### src/rtl/branch_resolver_pkg.sv
// Shared definitions for the branch resolver: address width, common constants,
// FSM state encodings, the prediction-queue entry and the next-PC helper.
package branch_resolver_pkg;

    localparam int ADDR_W = 32;

    typedef logic [ADDR_W-1:0] addr_t;

    localparam addr_t ZERO_WORD = '0;
    localparam logic  TRUE      = 1'b1;
    localparam logic  FALSE     = 1'b0;

    // RUN: normal resolution; FLUSH: single recovery cycle after a mispredict
    typedef enum logic {
        ST_RUN   = 1'b0,
        ST_FLUSH = 1'b1
    } state_e;

    // One queued prediction, in fetch order
    typedef struct packed {
        addr_t pc;
        logic  je;
        addr_t jdest;
    } pred_entry_t;

    // Sequential successor is pc+4 with natural 32-bit wrap-around
    function automatic addr_t next_pc(input logic take, input addr_t dest, input addr_t pc);
        return take ? dest : pc + addr_t'(4);
    endfunction

endpackage

### src/rtl/branch_resolver_if.sv
// Fetch/EX/predictor-facing signal bundle of the branch resolver.
// master = pipeline side, slave = resolver side.
interface branch_resolver_if;
    import branch_resolver_pkg::*;

    logic        pred_valid;
    addr_t       pred_pc;
    logic        pred_je;
    addr_t       pred_jdest;
    logic        pq_full;

    logic        ex_valid;
    addr_t       ex_pc;
    logic        ex_is_jmp;
    logic        ex_taken;
    addr_t       ex_dest;

    logic        flush;
    addr_t       redirect_pc;

    addr_t       upd_pc;
    logic        upd_is_jmp;
    addr_t       upd_dest;
    logic        upd_res;

    logic [15:0] br_cnt;
    logic [15:0] miss_cnt;
    logic        err;

    modport master (
        output pred_valid, pred_pc, pred_je, pred_jdest,
        output ex_valid, ex_pc, ex_is_jmp, ex_taken, ex_dest,
        input  pq_full, flush, redirect_pc,
        input  upd_pc, upd_is_jmp, upd_dest, upd_res,
        input  br_cnt, miss_cnt, err
    );

    modport slave (
        input  pred_valid, pred_pc, pred_je, pred_jdest,
        input  ex_valid, ex_pc, ex_is_jmp, ex_taken, ex_dest,
        output pq_full, flush, redirect_pc,
        output upd_pc, upd_is_jmp, upd_dest, upd_res,
        output br_cnt, miss_cnt, err
    );
endinterface

### src/rtl/branch_resolver_pred_queue.sv
// In-order prediction FIFO. Head is read combinationally so EX can compare
// against it in the same cycle it pops. Clear wins over push and pop.
module pred_queue
    import branch_resolver_pkg::*;
#(
    parameter int DEPTH = 4
) (
    input  logic        clk,
    input  logic        rst,
    input  logic        push_i,
    input  logic        pop_i,
    input  logic        clear_i,
    input  pred_entry_t wdata_i,
    output logic        full_o,
    output logic        empty_o,
    output pred_entry_t head_o
);
    localparam int AW = $clog2(DEPTH);
    localparam logic [AW-1:0] PTR_ONE  = AW'(1);
    localparam logic [AW:0]   CNT_ONE  = (AW+1)'(1);
    localparam logic [AW:0]   CNT_FULL = (AW+1)'(DEPTH);

    pred_entry_t   mem [DEPTH];
    logic [AW-1:0] rd_ptr_q, rd_ptr_d;
    logic [AW-1:0] wr_ptr_q, wr_ptr_d;
    logic [AW:0]   count_q, count_d;
    logic          do_push, do_pop;

    assign full_o  = (count_q == CNT_FULL);
    assign empty_o = (count_q == '0);
    assign head_o  = mem[rd_ptr_q];

    // Full is judged before any same-cycle pop, so there is no push-through
    assign do_push = push_i && !full_o && !clear_i;
    assign do_pop  = pop_i && !empty_o && !clear_i;

    // Pointer and occupancy next-state
    always_comb begin
        rd_ptr_d = rd_ptr_q;
        wr_ptr_d = wr_ptr_q;
        count_d  = count_q;
        if (clear_i) begin
            rd_ptr_d = '0;
            wr_ptr_d = '0;
            count_d  = '0;
        end else begin
            if (do_push) wr_ptr_d = wr_ptr_q + PTR_ONE;
            if (do_pop)  rd_ptr_d = rd_ptr_q + PTR_ONE;
            if (do_push && !do_pop)      count_d = count_q + CNT_ONE;
            else if (!do_push && do_pop) count_d = count_q - CNT_ONE;
        end
    end

    // Pointer/occupancy registers; reset discards contents without clearing storage
    always_ff @(posedge clk) begin
        if (!rst) begin
            rd_ptr_q <= '0;
            wr_ptr_q <= '0;
            count_q  <= '0;
        end else begin
            rd_ptr_q <= rd_ptr_d;
            wr_ptr_q <= wr_ptr_d;
            count_q  <= count_d;
        end
    end

    // Entry storage write (no reset, so it can map to distributed RAM)
    always_ff @(posedge clk) begin
        if (do_push) mem[wr_ptr_q] <= wdata_i;
    end
endmodule

### src/rtl/branch_resolver.sv
// Branch resolver: queues fetch-time predictions, checks them against EX
// results in program order, flushes on mispredict, trains the predictor
// and keeps saturating statistics plus a sticky protocol-error flag.
module branch_resolver
    import branch_resolver_pkg::*;
#(
    parameter int DEPTH = 4
) (
    input  logic             clk,
    input  logic             rst,
    branch_resolver_if.slave bus
);
    localparam logic [15:0] CNT_MAX = 16'hFFFF;

    state_e      state_q;
    logic        flush_q, err_q, upd_is_jmp_q, upd_res_q;
    addr_t       redirect_pc_q, upd_pc_q, upd_dest_q;
    logic [15:0] br_cnt_q, br_cnt_d, miss_cnt_q, miss_cnt_d;

    logic        q_full, q_empty, in_run;
    logic        push, pop, empty_err, pc_err, mispredict;
    pred_entry_t head, wdata;
    addr_t       act_next, pred_next;

    assign in_run    = (state_q == ST_RUN);
    assign push      = bus.pred_valid && !q_full && in_run;
    assign pop       = bus.ex_valid && !q_empty && in_run;
    assign empty_err = bus.ex_valid && q_empty && in_run;
    assign pc_err    = pop && (head.pc != bus.ex_pc);

    assign act_next   = next_pc(bus.ex_is_jmp && bus.ex_taken, bus.ex_dest, bus.ex_pc);
    assign pred_next  = next_pc(head.je, head.jdest, head.pc);
    assign mispredict = pop && (act_next != pred_next);

    assign wdata = '{pc: bus.pred_pc, je: bus.pred_je, jdest: bus.pred_jdest};

    pred_queue #(.DEPTH(DEPTH)) u_queue (
        .clk     (clk),
        .rst     (rst),
        .push_i  (push),
        .pop_i   (pop),
        .clear_i (mispredict),
        .wdata_i (wdata),
        .full_o  (q_full),
        .empty_o (q_empty),
        .head_o  (head)
    );

    // Saturating statistic increments
    always_comb begin
        br_cnt_d   = br_cnt_q;
        miss_cnt_d = miss_cnt_q;
        if (pop && bus.ex_is_jmp && br_cnt_q != CNT_MAX) br_cnt_d   = br_cnt_q + 16'd1;
        if (mispredict && miss_cnt_q != CNT_MAX)         miss_cnt_d = miss_cnt_q + 16'd1;
    end

    // Resolver FSM together with every registered output
    always_ff @(posedge clk) begin
        if (!rst) begin
            state_q       <= ST_RUN;
            flush_q       <= FALSE;
            redirect_pc_q <= ZERO_WORD;
            upd_is_jmp_q  <= FALSE;
            upd_res_q     <= FALSE;
            upd_pc_q      <= ZERO_WORD;
            upd_dest_q    <= ZERO_WORD;
            br_cnt_q      <= '0;
            miss_cnt_q    <= '0;
            err_q         <= FALSE;
        end else begin
            flush_q      <= FALSE;
            upd_is_jmp_q <= FALSE;
            case (state_q)
                ST_RUN: begin
                    if (mispredict) begin
                        state_q       <= ST_FLUSH;
                        flush_q       <= TRUE;
                        redirect_pc_q <= act_next;
                    end
                end
                ST_FLUSH: state_q <= ST_RUN;
                default:  state_q <= ST_RUN;
            endcase
            if (pop && bus.ex_is_jmp) begin
                upd_is_jmp_q <= TRUE;
                upd_pc_q     <= bus.ex_pc;
                upd_dest_q   <= bus.ex_dest;
                upd_res_q    <= bus.ex_taken;
            end
            br_cnt_q   <= br_cnt_d;
            miss_cnt_q <= miss_cnt_d;
            if (empty_err || pc_err) err_q <= TRUE;
        end
    end

    assign bus.pq_full     = q_full;
    assign bus.flush       = flush_q;
    assign bus.redirect_pc = redirect_pc_q;
    assign bus.upd_pc      = upd_pc_q;
    assign bus.upd_is_jmp  = upd_is_jmp_q;
    assign bus.upd_dest    = upd_dest_q;
    assign bus.upd_res     = upd_res_q;
    assign bus.br_cnt      = br_cnt_q;
    assign bus.miss_cnt    = miss_cnt_q;
    assign bus.err         = err_q;
endmodule

### src/flat_wrapper.sv
// flat-port wrapper written by rule: the top's interface ports become plain ports
module branch_resolver_flat import branch_resolver_pkg::*;
#(
    parameter int DEPTH = 4
)
  (clk, rst, bus_pred_valid, bus_pred_pc, bus_pred_je, bus_pred_jdest, bus_ex_valid, bus_ex_pc, bus_ex_is_jmp, bus_ex_taken, bus_ex_dest, bus_pq_full, bus_flush, bus_redirect_pc, bus_upd_pc, bus_upd_is_jmp, bus_upd_dest, bus_upd_res, bus_br_cnt, bus_miss_cnt, bus_err);
  branch_resolver_if bus_i ();
  input  logic clk;
  input  logic rst;
  input wire logic [$bits(bus_i.pred_valid)-1:0] bus_pred_valid;
  input wire logic [$bits(bus_i.pred_pc)-1:0] bus_pred_pc;
  input wire logic [$bits(bus_i.pred_je)-1:0] bus_pred_je;
  input wire logic [$bits(bus_i.pred_jdest)-1:0] bus_pred_jdest;
  input wire logic [$bits(bus_i.ex_valid)-1:0] bus_ex_valid;
  input wire logic [$bits(bus_i.ex_pc)-1:0] bus_ex_pc;
  input wire logic [$bits(bus_i.ex_is_jmp)-1:0] bus_ex_is_jmp;
  input wire logic [$bits(bus_i.ex_taken)-1:0] bus_ex_taken;
  input wire logic [$bits(bus_i.ex_dest)-1:0] bus_ex_dest;
  output wire logic [$bits(bus_i.pq_full)-1:0] bus_pq_full;
  output wire logic [$bits(bus_i.flush)-1:0] bus_flush;
  output wire logic [$bits(bus_i.redirect_pc)-1:0] bus_redirect_pc;
  output wire logic [$bits(bus_i.upd_pc)-1:0] bus_upd_pc;
  output wire logic [$bits(bus_i.upd_is_jmp)-1:0] bus_upd_is_jmp;
  output wire logic [$bits(bus_i.upd_dest)-1:0] bus_upd_dest;
  output wire logic [$bits(bus_i.upd_res)-1:0] bus_upd_res;
  output wire logic [$bits(bus_i.br_cnt)-1:0] bus_br_cnt;
  output wire logic [$bits(bus_i.miss_cnt)-1:0] bus_miss_cnt;
  output wire logic [$bits(bus_i.err)-1:0] bus_err;
  assign bus_i.pred_valid = bus_pred_valid;
  assign bus_i.pred_pc = bus_pred_pc;
  assign bus_i.pred_je = bus_pred_je;
  assign bus_i.pred_jdest = bus_pred_jdest;
  assign bus_i.ex_valid = bus_ex_valid;
  assign bus_i.ex_pc = bus_ex_pc;
  assign bus_i.ex_is_jmp = bus_ex_is_jmp;
  assign bus_i.ex_taken = bus_ex_taken;
  assign bus_i.ex_dest = bus_ex_dest;
  assign bus_pq_full = bus_i.pq_full;
  assign bus_flush = bus_i.flush;
  assign bus_redirect_pc = bus_i.redirect_pc;
  assign bus_upd_pc = bus_i.upd_pc;
  assign bus_upd_is_jmp = bus_i.upd_is_jmp;
  assign bus_upd_dest = bus_i.upd_dest;
  assign bus_upd_res = bus_i.upd_res;
  assign bus_br_cnt = bus_i.br_cnt;
  assign bus_miss_cnt = bus_i.miss_cnt;
  assign bus_err = bus_i.err;
  branch_resolver #(.DEPTH(DEPTH)) u_core (.clk(clk), .rst(rst), .bus(bus_i));
endmodule
### config.mk
export PLATFORM = sky130hd
export DESIGN_NAME = branch_resolver_flat
export DESIGN_NICKNAME = d
export VERILOG_FILES = /design/src/rtl/branch_resolver_pkg.sv /design/src/rtl/branch_resolver_if.sv /design/src/rtl/branch_resolver_pred_queue.sv /design/src/rtl/branch_resolver.sv /design/src/flat_wrapper.sv
export SDC_FILE = /design/constraint.sdc
export NUM_CORES = 1
export LEC_CHECK = 0
export ABC_AREA = 1
export CORE_UTILIZATION = 40
export CTS_CLUSTER_DIAMETER = 80
export DETAILED_ROUTE_END_ITERATION = 8
export GPL_ROUTABILITY_DRIVEN = 0
export PLACE_DENSITY = 0.68
export SKIP_CTS_REPAIR_TIMING = 1
export SYNTH_ARGS = -nofsm -noshare
export SYNTH_HDL_FRONTEND = slang
export SYNTH_HIERARCHICAL = 1
export SYNTH_SLANG_ARGS = --single-unit
### constraint.sdc
create_clock -name clk -period 7.5 [get_ports clk]
set_input_delay 1.125 -clock clk [delete_from_list [all_inputs] [get_ports clk]]
set_output_delay 1.125 -clock clk [all_outputs]
set_load 0.1 [all_outputs]
==> results_dict.tcl, run 1 <==
set metrics [dict create \
    vias 17600 \
    syn_area_per_cell_um2 8.42 \
    ant_nets 0 \
    rows 81 \
    status "finished with violations" \
    async_reset_ff_share_pct 0 \
    yosysWarnings 6 \
    dpl.hpwl_um 48100 \
    slew-limit-headroom_pct 25.9 \
    top_usage_layer "met2" \
    coreArea_um2 49000 \
    tritoncts "built" \
    num-nets-final 2733 \
    postRouteWirelength_um 65200 \
    clkTransAtPathRegs_ns 0.06 \
    drv_slew 0 \
    cts_buffer_depth 3 \
    clock-sinks 401 \
    synth_edf_count 260 \
    met2_usage_pct 41.6 \
    cp.required_ns 7.69 \
    use_met3_pct 5.94 \
    startpoint_type "flop" \
    cp.arrival_ns 6.75 \
    tightest_slew_ns 1.11 \
    via_per_inst 5.35 \
    report.final.setup_viol 0 \
    tns_ns 0 \
    areaGrowthSynthToFinish_pct 22.8 \
    ios 268 \
    num_antenna_cells 0 \
    failed_checks "DRC" \
    ys.flop_type "edfxtp_1" \
    grt_use_total_pct 25.6 \
    port-buffer-count 267 \
    synth_nets 2500 \
    htree_num_levels 2 \
    grt_pass1_wl_um 97900 \
    dr.pass1.iters 9 \
    grt_pass1_vias 16700 \
    initial_core_util_pct 40.5 \
    power.density_nw_per_um2 335 \
    fin_crit_sh_pct 87.4 \
    die-area_um2 50500 \
    grt.overflow.total 0 \
    hold_class "reg2reg" \
    n_fill_cell 4601 \
    maxCapViolCount 0 \
    rsz0062_at_grt "no" \
    drt_iter0_markers 1812 \
    die_h_um 225 \
    cp_max_fo 65 \
    grt_use_met1_pct 32.2 \
    hp-start "u_core/bus.upd_res" \
    hold_viol 0 \
    skew_ns 0.0266 \
    layout-drive-gt1-share_pct 8.10 \
    die_w_um 225 \
    post-route-util_pct 49.7 \
    ys_seq_elements 401 \
    synth_cells 2355 \
    root_buffer "clkbuf_16" \
    synth_area_um2 19800 \
    ys_seq_area_share_pct 53.6 \
    p_leak_uw 0.00939 \
    ys_types 51 \
    layout_min_cycle_time_ns 6.56 \
    crit_type "reg2reg" \
    ir_drop_mv 0.156 \
    wl_per_cell_um 19.9 \
    cts_buffers 42 \
    grt_max_degree 99 \
    drc 2 \
    max_freq_mhz 153 \
    clock_latency_ns 0.59 \
    endpoint_kind "flop" \
    antenna_found_initial 1 \
]
[cells in the final DEF (no fill, tap or decap), types with 5 or more instances in the layout]
cell type,count
a21oi_1,53
buf_4,22
clkbuf_1,9
clkbuf_16,43
clkdlybuf4s50_1,265
clkinv_1,8
dfxtp_1,140
edfxtp_1,260
ha_1,9
inv_1,169
inv_2,7
nand2_1,584
nand2_2,7
nand3_1,135
nand4_1,22
nor2_1,392
nor2_2,14
nor2_4,31
nor3_1,16
nor4_1,7
o21ai_0,190
o21ai_1,42
o21ai_2,5
o22ai_1,48
o22ai_2,21
or2_2,37
xnor2_1,10
xor2_1,16
[cell families after synthesis]
logic type,after synthesis,synth area share [%]
compound gates,374,10.8
xor+xnor,26,1.15
fa+ha+maj,10,0.669
buf+inv,281,6.21
flops,401,53.6
mux,3,0.151
simple gates,1260,27.4
[where the power goes]
part,leakage [uW],total [uW],internal [uW],switching (uW)
Clock,0.000625,1980,1130,853
Combinational,0.00525,3260,828,2430
Sequential,0.00352,2910,2740,168
[stage by stage]
stage	hold slack, ns	std cells	cell area, um^2	setup WS (ns)	power [uW]
finish	0.480	3280	24300	0.944	8150
global route	0.514	3280	24300	0.442	8500
CTS	0.470	3280	24300	1.12	8140
detailed placement	0.460	3208	23000	1.04	6170
global placement	0.458	3208	23000	1.09	6130
floorplan	0.467	2355	19800	1.07	5230
[flip-flops by register name (all words and copies together) (netlist names), named ones only]
register / count
u_core/bus.upd_is_jmp: 1
u_core/bus.br_cnt: 16
u_core/bus.upd_pc: 32
u_core/u_queue/wr_ptr_q: 2
u_core/u_queue/rd_ptr_q: 2
u_core/bus.redirect_pc: 32
u_core/bus.miss_cnt: 16
u_core/u_queue/count_q: 3
u_core/bus.err: 1
u_core/bus.upd_res: 1
u_core/u_queue/mem: 260
u_core/state_q: 1
u_core/bus.upd_dest: 32
[Yosys cell counts, types with 2 or more instances]
| cell | n | area, um^2 |
|---|---|---|
| xnor2_1 | 10 | 87.6 |
| nand2_1 | 585 | 2200 |
| o22ai_1 | 49 | 307 |
| o221ai_1 | 2 | 17.5 |
| a31oi_1 | 2 | 12.5 |
| buf_2 | 24 | 120 |
| nor4_1 | 7 | 43.8 |
| inv_2 | 6 | 22.5 |
| buf_12 | 3 | 60.1 |
| nand2_2 | 6 | 37.5 |
| nor2_2 | 14 | 87.6 |
| and2_1 | 3 | 18.8 |
| xor2_1 | 16 | 140 |
| or2_2 | 37 | 231 |
| buf_6 | 10 | 113 |
| nand3_1 | 135 | 676 |
| o21ai_0 | 190 | 951 |
| nor3b_1 | 3 | 22.5 |
| nor2_1 | 396 | 1490 |
| clkbuf_1 | 56 | 210 |
| o21ai_1 | 42 | 210 |
| o21ai_2 | 5 | 43.8 |
| buf_1 | 5 | 18.8 |
| nand4_1 | 22 | 138 |
| buf_4 | 4 | 30.0 |
| edfxtp_1 | 260 | 7810 |
| nor3_1 | 16 | 80.1 |
| inv_1 | 170 | 638 |
| o22ai_2 | 20 | 250 |
| dfxtp_1 | 141 | 2820 |
| o21bai_1 | 3 | 22.5 |
| ha_1 | 9 | 113 |
| o2111ai_1 | 4 | 35.0 |
| a21oi_1 | 53 | 265 |
| nor2_4 | 27 | 304 |
| mux2i_1 | 3 | 30.0 |
| nand3b_1 | 3 | 22.5 |
[critical path, cell delays in order, from the launching register on]
cell and delay, ns:
dfxtp_1 0.62, inv_2 0.59, o21ai_1 0.13, o22ai_1 0.78, nand2_1 0.22, nor2_1 0.28
nand2_1 0.20, nor2_1 0.21, nand3_1 0.09, nand3_1 0.13, nand2_1 0.06, nand2_1 0.05
nand2_1 0.05, nor2_1 0.10, nand2_1 0.09, nor2_2 0.17, nand3_4 0.27, nand2_4 0.39
inv_4 0.21, nor2_1 0.22, nand2_1 0.28, nor2_4 0.16, buf_4 0.74
[cell type report]
class                           instances  area [um^2]  area share (%)
Sequential cell                       401        10600            43.7
Multi-Input combinational cell       1673         8000            32.9
Timing Repair Buffer                  291         2900            11.9
Tap cell                              664          831            3.41
Clock buffer                           56         1160            4.79
Clock inverter                         16          128           0.524
Inverter                              179          679            2.79
[routing by layer]
| layer | wire length [um] | vias up | share of wire [%] |
|---|---|---|---|
| met5 | 12 | - | 0.018 |
| met4 | 2910 | 2 | 4.5 |
| met3 | 5930 | 169 | 9.1 |
| met2 | 29900 | 838 | 46 |
| met1 | 26400 | 8265 | 41 |
| li1 | - | 8286 | - |
[worst paths after layout]
| check | to | slack, ns | depth (start not counted) |
|---|---|---|---|
| setup / recovery | u_core/u_queue/mem[2][61] | 0.94 | 22 |
| hold / removal | u_core/bus.upd_res | 0.48 | 2 |
| setup reg to reg | u_core/u_queue/mem[2][61] | 0.94 | 22 |
| hold reg to reg | u_core/bus.upd_res | 0.48 | 2 |
(Power assumes the default switching activity.)
==> run 2: changes to the inputs <==
- CORE_UTILIZATION: 40 -> 30
- PLACE_DENSITY: 0.68 -> 0.56
- SYNTH_HIERARCHICAL: 1 -> not set
- TNS_END_PERCENT: not set -> 1
==> run 2 against run 1 <==
The flow now finishes without violations. Design area fell by 1.6%. Sequential share of layout area increased by 0.72 points. Hold slack got worse by 0.016 ns. Clock-buffer cell count shrank 2. Highest routed layer unchanged. Critical path type unchanged. Synthesized cell count down 3.0%. Via count down 4.1%. Critical endpoint is now u_core.u_queue.mem[2][61]. Routed wire length up 1.9%.
==> results_dict.tcl, run 2 <==
set metrics [dict create \
    status "complete, no violations" \
    fin_crit_sh_pct 81.8 \
    rsz0062_at_grt "no" \
    wl_per_cell_um 19.6 \
    grt_max_degree 85 \
    stdcell_area_um2 23900 \
    drc 0 \
    hold_end "u_core.bus.upd_dest[1]" \
    ys.flop_type "edfxtp_1" \
    cp.required_ns 7.76 \
    yosys.area_share.adder_pct 0.694 \
    layout-drive-gt1-share_pct 4.72 \
    hp-start "u_core.bus.upd_dest[1]" \
    layout_min_cycle_time_ns 6.13 \
    clkTransAtPathRegs_ns 0.06 \
    slew-limit-headroom_pct 30.0 \
    synth_cells 2284 \
    rows 92 \
    yosysWarnings 0 \
    hold_class "reg2reg" \
    synth_mux_area_share_pct 0 \
    endpoint_kind "flop" \
    antenna_found_initial 10 \
    yosysMostFrequentCell "nand2_1" \
    ys_seq_area_share_pct 55.6 \
    ant_nets 0 \
    crit_type "reg2reg" \
    synth_nets 2429 \
    postRouteWirelength_um 66400 \
    power.density_nw_per_um2 320 \
    finalPower_uw 7660 \
    synth-simple-area-share_pct 28.6 \
    final_common_cell "nand2_1" \
    synth_top_family_by_area "simple AND/OR/NAND/NOR gates" \
    reg2reg_to "u_core.u_queue.mem[2][61]" \
    synthTopCellsByArea "edfxtp_1 41%, nand2_1 17%, dfxtp_1 15%, nand3_1 4.8%, a21oi_1 3.4%" \
    maxCapViolCount 0 \
    synth_edf_count 260 \
    async_reset_ff_share_pct 0 \
    syn_area_per_cell_um2 8.37 \
    ir_drop_mv 0.165 \
    reg2reg_depth 23 \
    die-area_um2 64700 \
    port-buffer-count 267 \
    ff2ff_setup_slack_ns 1.37 \
    grt_pass1_vias 16100 \
    via_per_inst 4.96 \
    skew_ns 0.0221 \
    dpl.hpwl_um 48700 \
    top_register "u_core.u_queue.mem" \
    cp_max_fo 67 \
    cp_common_cell "nand2_1" \
    initial_core_util_pct 30.3 \
    largest_reg_flops 260 \
    mostFrequentLayoutCells "887 x nand2_1, 266 x clkdlybuf4s50_1, 260 x edfxtp_1" \
    slowest_stage "nor2_4" \
    die_h_um 254 \
    grt.overflow.total 0 \
    grt_pass1_wl_um 98600 \
    ys_types 47 \
    ios 268 \
    tritoncts "built" \
    synth_common_cells "887 x nand2_1, 260 x edfxtp_1, 184 x nand3_1" \
    drv_slew 0 \
    vias 16800 \
    die_w_um 254 \
    hold_viol 0 \
    p_leak_uw 0.00931 \
    ys_seq_elements 401 \
    synth_top_area_share_pct 40.9 \
    dr.pass1.iters 5 \
    cts_buffers 43 \
    hold_depth 2 \
    cpPeakStageDelay_ns 0.72 \
    cp.arrival_ns 6.39 \
    worstPathCellList "inv_4 -> nand2_1 -> nand3_1 -> nand2_1 -> inv_1 -> ha_1 -> nand3_1 -> inv_1 -> nand2_1 -> nor2_2 -> nor2_1 -> o21ai_1 -> nand3_1 -> nand2_1 -> nand2_1 -> nor2_1 -> nand2_1 -> nor2_2 -> nand3_4 -> nand2_4 -> nand2_1 -> nor2_4 -> buf_4" \
    cts_buffer_depth 3 \
    report.final.setup_viol 0 \
    coreArea_um2 63000 \
    clock_latency_ns 0.57 \
    placed_area_um2 22600 \
    clock-sinks 401 \
    areaGrowthSynthToFinish_pct 25.3 \
    max_freq_mhz 163 \
    synth_xor_area_share_pct 2.02 \
    drt_iter0_markers 1569 \
    startpoint_type "flop" \
    tightest_slew_ns 1.05 \
    num-nets-final 2657 \
    synth_top_area_cell "edfxtp_1" \
    root_buffer "clkbuf_16" \
    synth_area_um2 19100 \
    synth_compound_area_share_pct 7.52 \
    grt_use_total_pct 20.3 \
    tns_ns 0 \
    htree_num_levels 2 \
]
-- run 2: how the worst max path moves through the flow --
stage            startpoint                   endpoint  slack (ns)  cells after the start
6_report               flop  u_core.u_queue.mem[2][61]        1.37                     23
3_3_place_gp   bus_ex_pc[2]  u_core.u_queue.mem[2][32]        1.23                     23
5_1_grt                flop  u_core.u_queue.mem[2][16]        0.84                     23
3_5_place_dp   bus_ex_pc[2]  u_core.u_queue.mem[2][14]        1.18                     23
4_1_cts                flop  u_core.u_queue.mem[2][14]        1.41                     25
2_1_floorplan  bus_ex_pc[2]   u_core.u_queue.mem[0][0]        1.15                     21
-- run 2: worst max-delay path, delay by kind of cell (launching register included) --
| family | cells | cell delay, ns |
|---|---|---|
| simple gates | 17 | 3.41 |
| buf+inv | 4 | 1.19 |
| flops | 1 | 0.47 |
| compound gates | 1 | 0.44 |
| fa+ha+maj | 1 | 0.21 |
-- run 2: stage by stage --
stage | worst slack, ns | std cells | hold slack, ns | util (%)
final | 1.37 | 3395 | 0.464 | 38.0
after global routing | 0.840 | 3391 | 0.489 | 38.0
after CTS | 1.41 | 3391 | 0.465 | 38.0
after detailed placement | 1.18 | 3313 | 0.455 | 35.8
after global placement | 1.23 | 3313 | 0.452 | 35.8
after floorplan | 1.15 | 2284 | 0.447 | -
-- run 2: cells by family after synthesis --
| family | count (synthesis) |
|---|---|
| AOI/OAI and AO/OA | 251 |
| xor gates and xnor gates | 44 |
| adders and majority gates | 10 |
| buffers and inverters | 250 |
| DFF | 401 |
| and+or+nand+nor | 1328 |
-- run 2: layout make-up --
| cell class | instances | area (um^2) |
|---|---|---|
| tap | 846 | 1060 |
| multi-input combinational | 1633 | 7450 |
| fill | 6324 | 39000 |
| antenna | 4 | 10.0 |
| clock inverter | 24 | 189 |
| clock buffer | 54 | 1180 |
| inverter | 146 | 553 |
| sequential | 401 | 10600 |
| timing repair buffer | 287 | 2870 |
-- run 2: per-layer routing --
metal / part of all wire, % / global-route usage (%) / vias up
met4: 3.9 / 8.43 / 12
li1: - / - / 8049
met5: 0.11 / 0 / -
met2: 45 / 32.9 / 716
met1: 42 / 25.9 / 7918
met3: 8.9 / 4.76 / 151
-- run 2: power by group --
group,switching [uW],leakage (uW),internal [uW]
Combinational,2040,0.00512,647
Clock,872,0.000672,1190
Sequential,154,0.00352,2760
Total,3060,0.00931,4590
